===== config.mk =====
export PLATFORM = sky130hd
export DESIGN_NAME = data_mem_io
export DESIGN_NICKNAME = d
export VERILOG_FILES = /design/src/rtl/data_mem_io_pkg.sv /design/src/rtl/data_mem_io_timer.sv /design/src/rtl/data_mem_io.sv
export SDC_FILE = /design/constraint.sdc
export NUM_CORES = 2
export LEC_CHECK = 0
export BUFFER_PORTS_ARGS = -buffer_cell sky130_fd_sc_hd__buf_4
export CAP_MARGIN = 20
export CELL_PAD_IN_SITES_DETAIL_PLACEMENT = 1
export CELL_PAD_IN_SITES_GLOBAL_PLACEMENT = 1
export CORE_MARGIN = 3
export CORE_UTILIZATION = 55
export CTS_BUF_LIST = sky130_fd_sc_hd__clkbuf_2 sky130_fd_sc_hd__clkbuf_4 sky130_fd_sc_hd__clkbuf_8
export DETAILED_ROUTE_END_ITERATION = 6
export PLACE_DENSITY_LB_ADDON = 0.2
export SYNTH_ARGS = -nofsm -noshare
export SYNTH_HDL_FRONTEND = slang
export SYNTH_HIERARCHICAL = 1
export SYNTH_SLANG_ARGS = --single-unit

===== constraint.sdc =====
create_clock -name clock -period 11.1 [get_ports clock]
set_clock_uncertainty 0.1 [all_clocks]
set_input_delay 2.22 -clock clock [delete_from_list [all_inputs] [get_ports clock]]
set_output_delay 2.22 -clock clock [all_outputs]
set_load 0.005 [all_outputs]

===== src/rtl/data_mem_io_pkg.sv =====
// Shared address map and register bit positions for the CPU memory-stage slave.
// Imported by the top level and the timer block.
package data_mem_io_pkg;

  localparam int IO_SEL_BIT = 7;

  localparam logic [7:0] ADDR_OUT0   = 8'h80;
  localparam logic [7:0] ADDR_OUT1   = 8'h84;
  localparam logic [7:0] ADDR_OUT2   = 8'h88;
  localparam logic [7:0] ADDR_IN0    = 8'hC0;
  localparam logic [7:0] ADDR_IN1    = 8'hC4;
  localparam logic [7:0] ADDR_TCOUNT = 8'hD0;
  localparam logic [7:0] ADDR_TCMP   = 8'hD4;
  localparam logic [7:0] ADDR_TCTRL  = 8'hD8;
  localparam logic [7:0] ADDR_TSTAT  = 8'hDC;

  localparam int CTRL_EN_BIT    = 0;
  localparam int CTRL_IRQ_BIT   = 1;
  localparam int STAT_MATCH_BIT = 0;

  typedef enum logic [1:0] {
    TREG_COUNT = 2'd0,
    TREG_CMP   = 2'd1,
    TREG_CTRL  = 2'd2,
    TREG_STAT  = 2'd3
  } timer_reg_e;

endpackage


===== src/rtl/data_mem_io_timer.sv =====
// Free-running compare timer with a sticky match flag and a gated interrupt.
// Register select comes straight from addr[3:2] of the 0xD0..0xDC window.
module io_timer
  import data_mem_io_pkg::*;
(
  input  logic        clock,
  input  logic        reset,
  input  logic        i_we,
  input  timer_reg_e  i_sel,
  input  logic [31:0] i_wdata,
  output logic [31:0] o_rdata,
  output logic        o_irq
);

  logic [31:0] r_count;
  logic [31:0] r_compare;
  logic [1:0]  r_ctrl;
  logic        r_match;
  logic        w_en;
  logic        w_set;
  logic        w_clr;

  assign w_en  = r_ctrl[CTRL_EN_BIT];
  assign w_set = w_en && (r_count == r_compare);
  assign w_clr = i_we && (i_sel == TREG_STAT) && i_wdata[STAT_MATCH_BIT];

  // A CPU write to the count wins over the increment; a match wins over a clear.
  always_ff @(posedge clock or posedge reset) begin
    if (reset) begin
      r_count   <= '0;
      r_compare <= '0;
      r_ctrl    <= '0;
      r_match   <= 1'b0;
    end else begin
      if (i_we && (i_sel == TREG_COUNT))
        r_count <= i_wdata;
      else if (w_en)
        r_count <= r_count + 32'd1;
      if (i_we && (i_sel == TREG_CMP))
        r_compare <= i_wdata;
      if (i_we && (i_sel == TREG_CTRL))
        r_ctrl <= i_wdata[1:0];
      r_match <= w_set | (r_match & ~w_clr);
    end
  end

  always_comb begin
    o_rdata = '0;
    case (i_sel)
      TREG_COUNT: o_rdata = r_count;
      TREG_CMP:   o_rdata = r_compare;
      TREG_CTRL:  o_rdata = {30'd0, r_ctrl};
      TREG_STAT:  o_rdata = {31'd0, r_match};
      default:    o_rdata = '0;
    endcase
  end

  assign o_irq = r_match & r_ctrl[CTRL_IRQ_BIT];

endmodule


===== src/rtl/data_mem_io.sv =====
// Memory-stage slave: word RAM below 0x80, synchronized inputs, output ports and
// the compare timer above it. Loads are combinational; stores commit on the edge.
module data_mem_io
  import data_mem_io_pkg::*;
#(
  parameter int RAM_WORDS   = 32,
  parameter int SYNC_STAGES = 2
) (
  input  logic        clock,
  input  logic        reset,
  input  logic [31:0] addr,
  input  logic [31:0] wdata,
  input  logic        wmem,
  output logic [31:0] rdata,
  input  logic [31:0] in_port0,
  input  logic [31:0] in_port1,
  output logic [31:0] out_port0,
  output logic [31:0] out_port1,
  output logic [31:0] out_port2,
  output logic        timer_irq
);

  localparam int AW = (RAM_WORDS > 1) ? $clog2(RAM_WORDS) : 1;
  localparam logic [AW-1:0] IDX_MASK = AW'(RAM_WORDS - 1);

  logic [31:0]   r_ram [RAM_WORDS];
  logic [31:0]   r_sync0 [SYNC_STAGES];
  logic [31:0]   r_sync1 [SYNC_STAGES];
  logic [31:0]   r_out0;
  logic [31:0]   r_out1;
  logic [31:0]   r_out2;
  logic          w_io_sel;
  logic [7:0]    w_io_off;
  logic [AW-1:0] w_ram_idx;
  logic          w_tmr_hit;
  logic [31:0]   w_tmr_rdata;
  logic [31:0]   w_io_rdata;
  logic          w_unused;

  assign w_io_sel  = addr[IO_SEL_BIT];
  assign w_io_off  = {addr[7:2], 2'b00};
  assign w_ram_idx = addr[2 +: AW] & IDX_MASK;
  assign w_tmr_hit = w_io_sel && (addr[7:4] == ADDR_TCOUNT[7:4]);
  assign w_unused  = ^{addr[31:8], addr[6:2], addr[1:0]};

  // No reset here so the array stays a plain memory; reset only blocks the store.
  always_ff @(posedge clock) begin
    if (wmem && !w_io_sel && !reset)
      r_ram[w_ram_idx] <= wdata;
  end

  always_ff @(posedge clock or posedge reset) begin
    if (reset) begin
      for (int i = 0; i < SYNC_STAGES; i++) begin
        r_sync0[i] <= '0;
        r_sync1[i] <= '0;
      end
    end else begin
      r_sync0[0] <= in_port0;
      r_sync1[0] <= in_port1;
      for (int i = 1; i < SYNC_STAGES; i++) begin
        r_sync0[i] <= r_sync0[i-1];
        r_sync1[i] <= r_sync1[i-1];
      end
    end
  end

  always_ff @(posedge clock or posedge reset) begin
    if (reset) begin
      r_out0 <= '0;
      r_out1 <= '0;
      r_out2 <= '0;
    end else if (wmem) begin
      if (w_io_off == ADDR_OUT0) r_out0 <= wdata;
      if (w_io_off == ADDR_OUT1) r_out1 <= wdata;
      if (w_io_off == ADDR_OUT2) r_out2 <= wdata;
    end
  end

  io_timer u_timer (
    .clock   (clock),
    .reset   (reset),
    .i_we    (wmem && w_tmr_hit),
    .i_sel   (timer_reg_e'(addr[3:2])),
    .i_wdata (wdata),
    .o_rdata (w_tmr_rdata),
    .o_irq   (timer_irq)
  );

  always_comb begin
    w_io_rdata = '0;
    case (w_io_off)
      ADDR_OUT0:   w_io_rdata = r_out0;
      ADDR_OUT1:   w_io_rdata = r_out1;
      ADDR_OUT2:   w_io_rdata = r_out2;
      ADDR_IN0:    w_io_rdata = r_sync0[SYNC_STAGES-1];
      ADDR_IN1:    w_io_rdata = r_sync1[SYNC_STAGES-1];
      ADDR_TCOUNT,
      ADDR_TCMP,
      ADDR_TCTRL,
      ADDR_TSTAT:  w_io_rdata = w_tmr_rdata;
      default:     w_io_rdata = '0;
    endcase
  end

  assign rdata     = w_io_sel ? w_io_rdata : r_ram[w_ram_idx];
  assign out_port0 = r_out0;
  assign out_port1 = r_out1;
  assign out_port2 = r_out2;

endmodule


---- After elaboration in Yosys (flattened, before gate mapping) ----
Memories as Yosys holds them, arrays and structs flattened.
Index checks and enable logic that the tools add are counted.
word-level totals
  memories kept ........................... 1
  RAM bits ................................ 1024
  output and inout port bits .............. 129
  flip-flop bits (word level) ............. 291
  input port bits ......................... 131
operators by class
  bitwise operators ....................... 4
  $add $sub $neg .......................... 1
  eq/ne operators ......................... 14
  reduce and logical (&&, ||, !) cells .... 18
  muxes and demuxes ....................... 7
memory list
  memory  depth  bits a word  rd ports  clocked after Yosys merged registers in  write ports  RTL line           text
  r_ram   32     32           1         0                                        1            data_mem_io.sv:26  logic [31:0] r_ram [RAM_WORDS];
operators by type and width
  kind                                                             count
  32-bit one-hot mux with 6 select lines                           1
  32-bit one-hot mux with 4 select lines                           1
  32-bit two-way mux                                               3
  6-bit == test, second input constant                             9
  32-bit by 1-bit adder with 32-bit output, second input constant  1
  32-bit == test                                                   1
  1-bit logical AND                                                10
  2-bit AND reduction                                              3
  2-bit == test, second input constant                             2
  4-bit == test, second input constant                             1
  4-bit OR reduction                                               1
  1-bit AND                                                        2
  2-bit by 1-bit == test with 1-bit output, second input constant  1
  1-bit logical NOT                                                2
  2-bit logical NOT                                                1
  1-bit two-way mux                                                2
  2-bit nonzero test                                               1
  1-bit NOT                                                        1
  1-bit bitwise OR                                                 1

---- Longest topological paths before layout ----
  depth after elaboration ................. 8
  mapped depth ............................ 9

---- By module ----
Netlist, hierarchy kept.
modules (own cells, without submodules)
  module       area each (um^2)  times used  seq. area each (um^2)  cells an instance
  data_mem_io  47775.8           1           36354.9                2606
  io_timer     3981.3            1           1676.6                 393

---- Worst setup path before layout ----
No wires, ideal clock.
  kind .................................... input to register
  start point ............................. input addr[3]
  end point ............................... memory r_ram[23][0], enable pin
  setup time .............................. 0.461 ns
  data arrival time ....................... 5.690 ns
  cell stages on the path ................. 7
  slack ................................... 4.850 ns
  buffers on the path ..................... 5
  path through ............................ buf_4 > buf_6 > buf_4 > buf_2 > buf_2 > nand3_1 > nor3_1
RTL lines
  element      RTL line           text
  from (decl)  data_mem_io.sv:11  input logic [31:0] addr,
  to (decl)    data_mem_io.sv:26
Straight into the memory's write port.

---- Worst setup path after layout ----
  start point ............................. input addr[3]
  end point ............................... output rdata[30]
on the way
  cells in the longest elaborated chain, start to end .. 4
ends and longest elaborated chain
  element                                                                       RTL line                                    text
  6-bit == test (tied with other cells)                                         data_mem_io.sv:92                           case (w_io_off)
  4-bit OR reduction or 32-bit one-hot mux with 4 select lines (tied branches)  data_mem_io.sv:92, data_mem_io_timer.sv:49
  32-bit one-hot mux with 6 select lines                                        data_mem_io.sv:92
  32-bit two-way mux (*)                                                        data_mem_io.sv:106                          assign rdata = w_io_sel ? w_io_rdata : r_ram[w_ram_idx];
  to (decl)                                                                     data_mem_io.sv:14                           output logic [31:0] rdata,
Mark *: on every way between the ends. The rest lies on a longest branch, timed or not.

==> out/metrics.yaml <==
timing:
  hold_viol: 0
  post-route-period-util: 0.718
  slew_violations: 0
  relSlewSlack: 0.264
  worstMarginPinSlew_ns: 1.10
  rsz0062_at_grt: "no"
  setup_viol: 0
  fin_setup_tns_ns: 0
  period_minus_slack_ns: 7.97
  max_freq_mhz: 126
layout:
  syn2layout_area_growth_pct: 14.4
  multi_input_area_um2: 13000
  nFillCells: 8215
  nets: 3447
  fin_util: 0.640
  seq_area_um2: 38000
  drive_gt1_frac: 0.241
drt:
  drc_errors: 0
  postRouteWirelength_um: 151000
  via_count: 30468
  via_per_inst: 6.44
  ant_nets: 0
  drt_iter0_drc: 3311
  wl_per_cell_um: 32.0
  first_pass_iters: 6
min_path:
  hold_path_class: "reg -> reg"
die:
  dieWidth_um: 313
  die_h_um: 313
  ios: 260
  die-area_um2: 97800
  row_count: 111
  initial_core_util: 0.560
  core_um2: 92500
logic_synthesis:
  synthFlopType: "edfxtp_1"
  ys_seq_area_frac: 0.735
  synth_cell_types: 59
  synth_top_cell_by_area: "edfxtp_1"
  yosys-top-cells-area: "edfxtp_1 59%, dfrtp_1 14%, mux2i_1 11%, mux2_2 3.1%, a22oi_1 2.3%"
  synth_most_common_cell: "edfxtp_1"
  yosysWarnings: 6
  synth_seq_cells: 1315
  synth-edff-count: 1024
  synthCells: 2999
  yosys.area.top_type_share: 0.594
  synth.top_cells.by_count: "1024 x edfxtp_1, 559 x mux2i_1, 291 x dfrtp_1"
  syn_area_um2: 51800
  synth_fp_nets: 3131
  avgSynthCellArea_um2: 17.3
  synthArstFlopShare: 0.221
global_route:
  grt_pass1_vias: 32775
  grt_start_max_net_pins: 139
  grt_usage: 0.306
  grt_pass1_wl_um: 220000
  grt_overflow_total: 0
  antenna_found_initial: 8
worst_setup_path:
  worstPathMaxFanout: 117
  start_kind: "input port"
  critPathMaxStageDelay_ns: 0.74
  cp_cell_sequence: "buf_8, buf_12, mux2i_1, a22oi_1, a21oi_1, or4_1, o21ai_1, buf_4"
  cpMaxStageDelayCell: "or4_1"
  path_buf_inv: 3
  required_ns: 8.78
  worstSetupEndpointType: "output port"
  arrival_ns: 5.65
  crit_family: "buffers and inverters"
  critPathKind: "in -> out"
clock_network:
  ctsHoldBuffers: 0
  root_buffer: "clkbuf_8"
  cts_buffers: 201
  clkSlewWorstSetupHoldPaths_ns: 0.06
  cts_tree: "yes"
  cts_setup_buffers: 0
  clk_latency_ns: 0.85
  clock_path_buffers: 3
  cts_htree_levels: 4
  cts.repair.resized: 0
  cts_sinks: 1315
power:
  total_power_mw: 10.6
  power.density_nw_per_um2: 179
  leakage_nw: 22.1
  vdd_drop_max_uv: 125
placed_design:
  hpwl_um: 87400
  port_buffers: 233
  gp_congestion: 0.855
run_status:
  status: "finished, final reports clean"
job:
  maxCapViolCount: 0
## where the power goes
group	switching [mW]	leakage [nW]	internal, mW
logic	0.516	7.14	0.358
registers	0.150	12.8	5.45
clock network	1.87	2.21	2.26
## stage by stage
step	area, um2	instances	hold WS [ns]	setup slack, ns
2_1_floorplan	51800	2999	0.231	2.65
3_3_place_gp	54900	4351	0.231	3.25
3_5_place_dp	55000	4354	0.236	3.21
4_1_cts	59100	4720	0.249	3.20
5_1_grt	59200	4722	0.245	3.12
6_report	59200	4728	0.246	3.13
## flip-flops by register name, indices dropped and copies added (netlist names), 2 cells and up
name / flops
u_timer/r_count: 32
u_timer/r_ctrl: 2
r_sync0: 64
r_sync1: 64
out_port0: 32
out_port1: 32
u_timer/r_compare: 32
r_ram: 1024
out_port2: 32
## kinds of logic (layout without fill, tap and decap cells)
logic type,after synthesis,count (layout),synth area share
buffers and inverters,195,674,0.0201
xor gates and xnor gates,63,63,0.0107
muxes,709,709,0.141
other,0,7,0
DFF,1315,1315,0.735
and+or+nand+nor,232,232,0.0242
AOI/OAI and AO/OA,484,484,0.0691
adders and majority gates,1,1,0.000242
## layout make-up
type,instances,share of cell area
diodes,7,0.000296
inverters,4,0.000380
flip-flops and latches,1315,0.643
clock inverters,65,0.00820
repair buffers,304,0.0412
well taps,1243,0.0263
clock buffers,301,0.0622
multi-input cells,1489,0.219
## layout by cell type, fill, tap and decap left out, types with 7 or more instances in the layout
cell         n
o22ai_1     28
clkbuf_8   227
dfrtp_1    291
xnor2_1     28
nor3_2       9
buf_4      293
a221oi_1    71
diode_2      7
a22o_1      56
or4_1       18
o21ai_0     31
clkinv_2    12
nand2_1     41
mux2i_1    559
xor2_1      35
nor2_4      27
nor2_1      36
nand4_1     18
a222oi_1    17
nand3_1     13
a21oi_1     72
buf_12       7
mux2_2     143
clkinv_1    36
o211ai_1    17
clkbuf_4    74
a22oi_1    161
o31ai_1     14
a221o_1     15
edfxtp_1  1024
nor3_1      21
## final timing paths
kind	startpoint	end	slack (ns)	depth (start not counted)
min	r_sync0[47]	r_sync0[15]	0.25	0
max reg2reg	u_timer/r_ctrl[0]	u_timer/r_count[31]	8.53	5
min in group asynchronous	reset	r_sync1[52]	1.44	2
max	addr[3]	rdata[30]	3.13	8
max in group asynchronous	reset	out_port0[14]	8.20	4
min reg2reg	r_sync0[47]	r_sync0[15]	0.25	0
## layer usage
metal  track usage  up-vias  wire length [um]
li1              -    12586                 -
met1         0.402    16094             58600
met2         0.513     1498             75300
met3        0.0551      290             11900
met4         0.116        0              5390
met5             0        -                 0
Power figures use the tool's default switching activity.
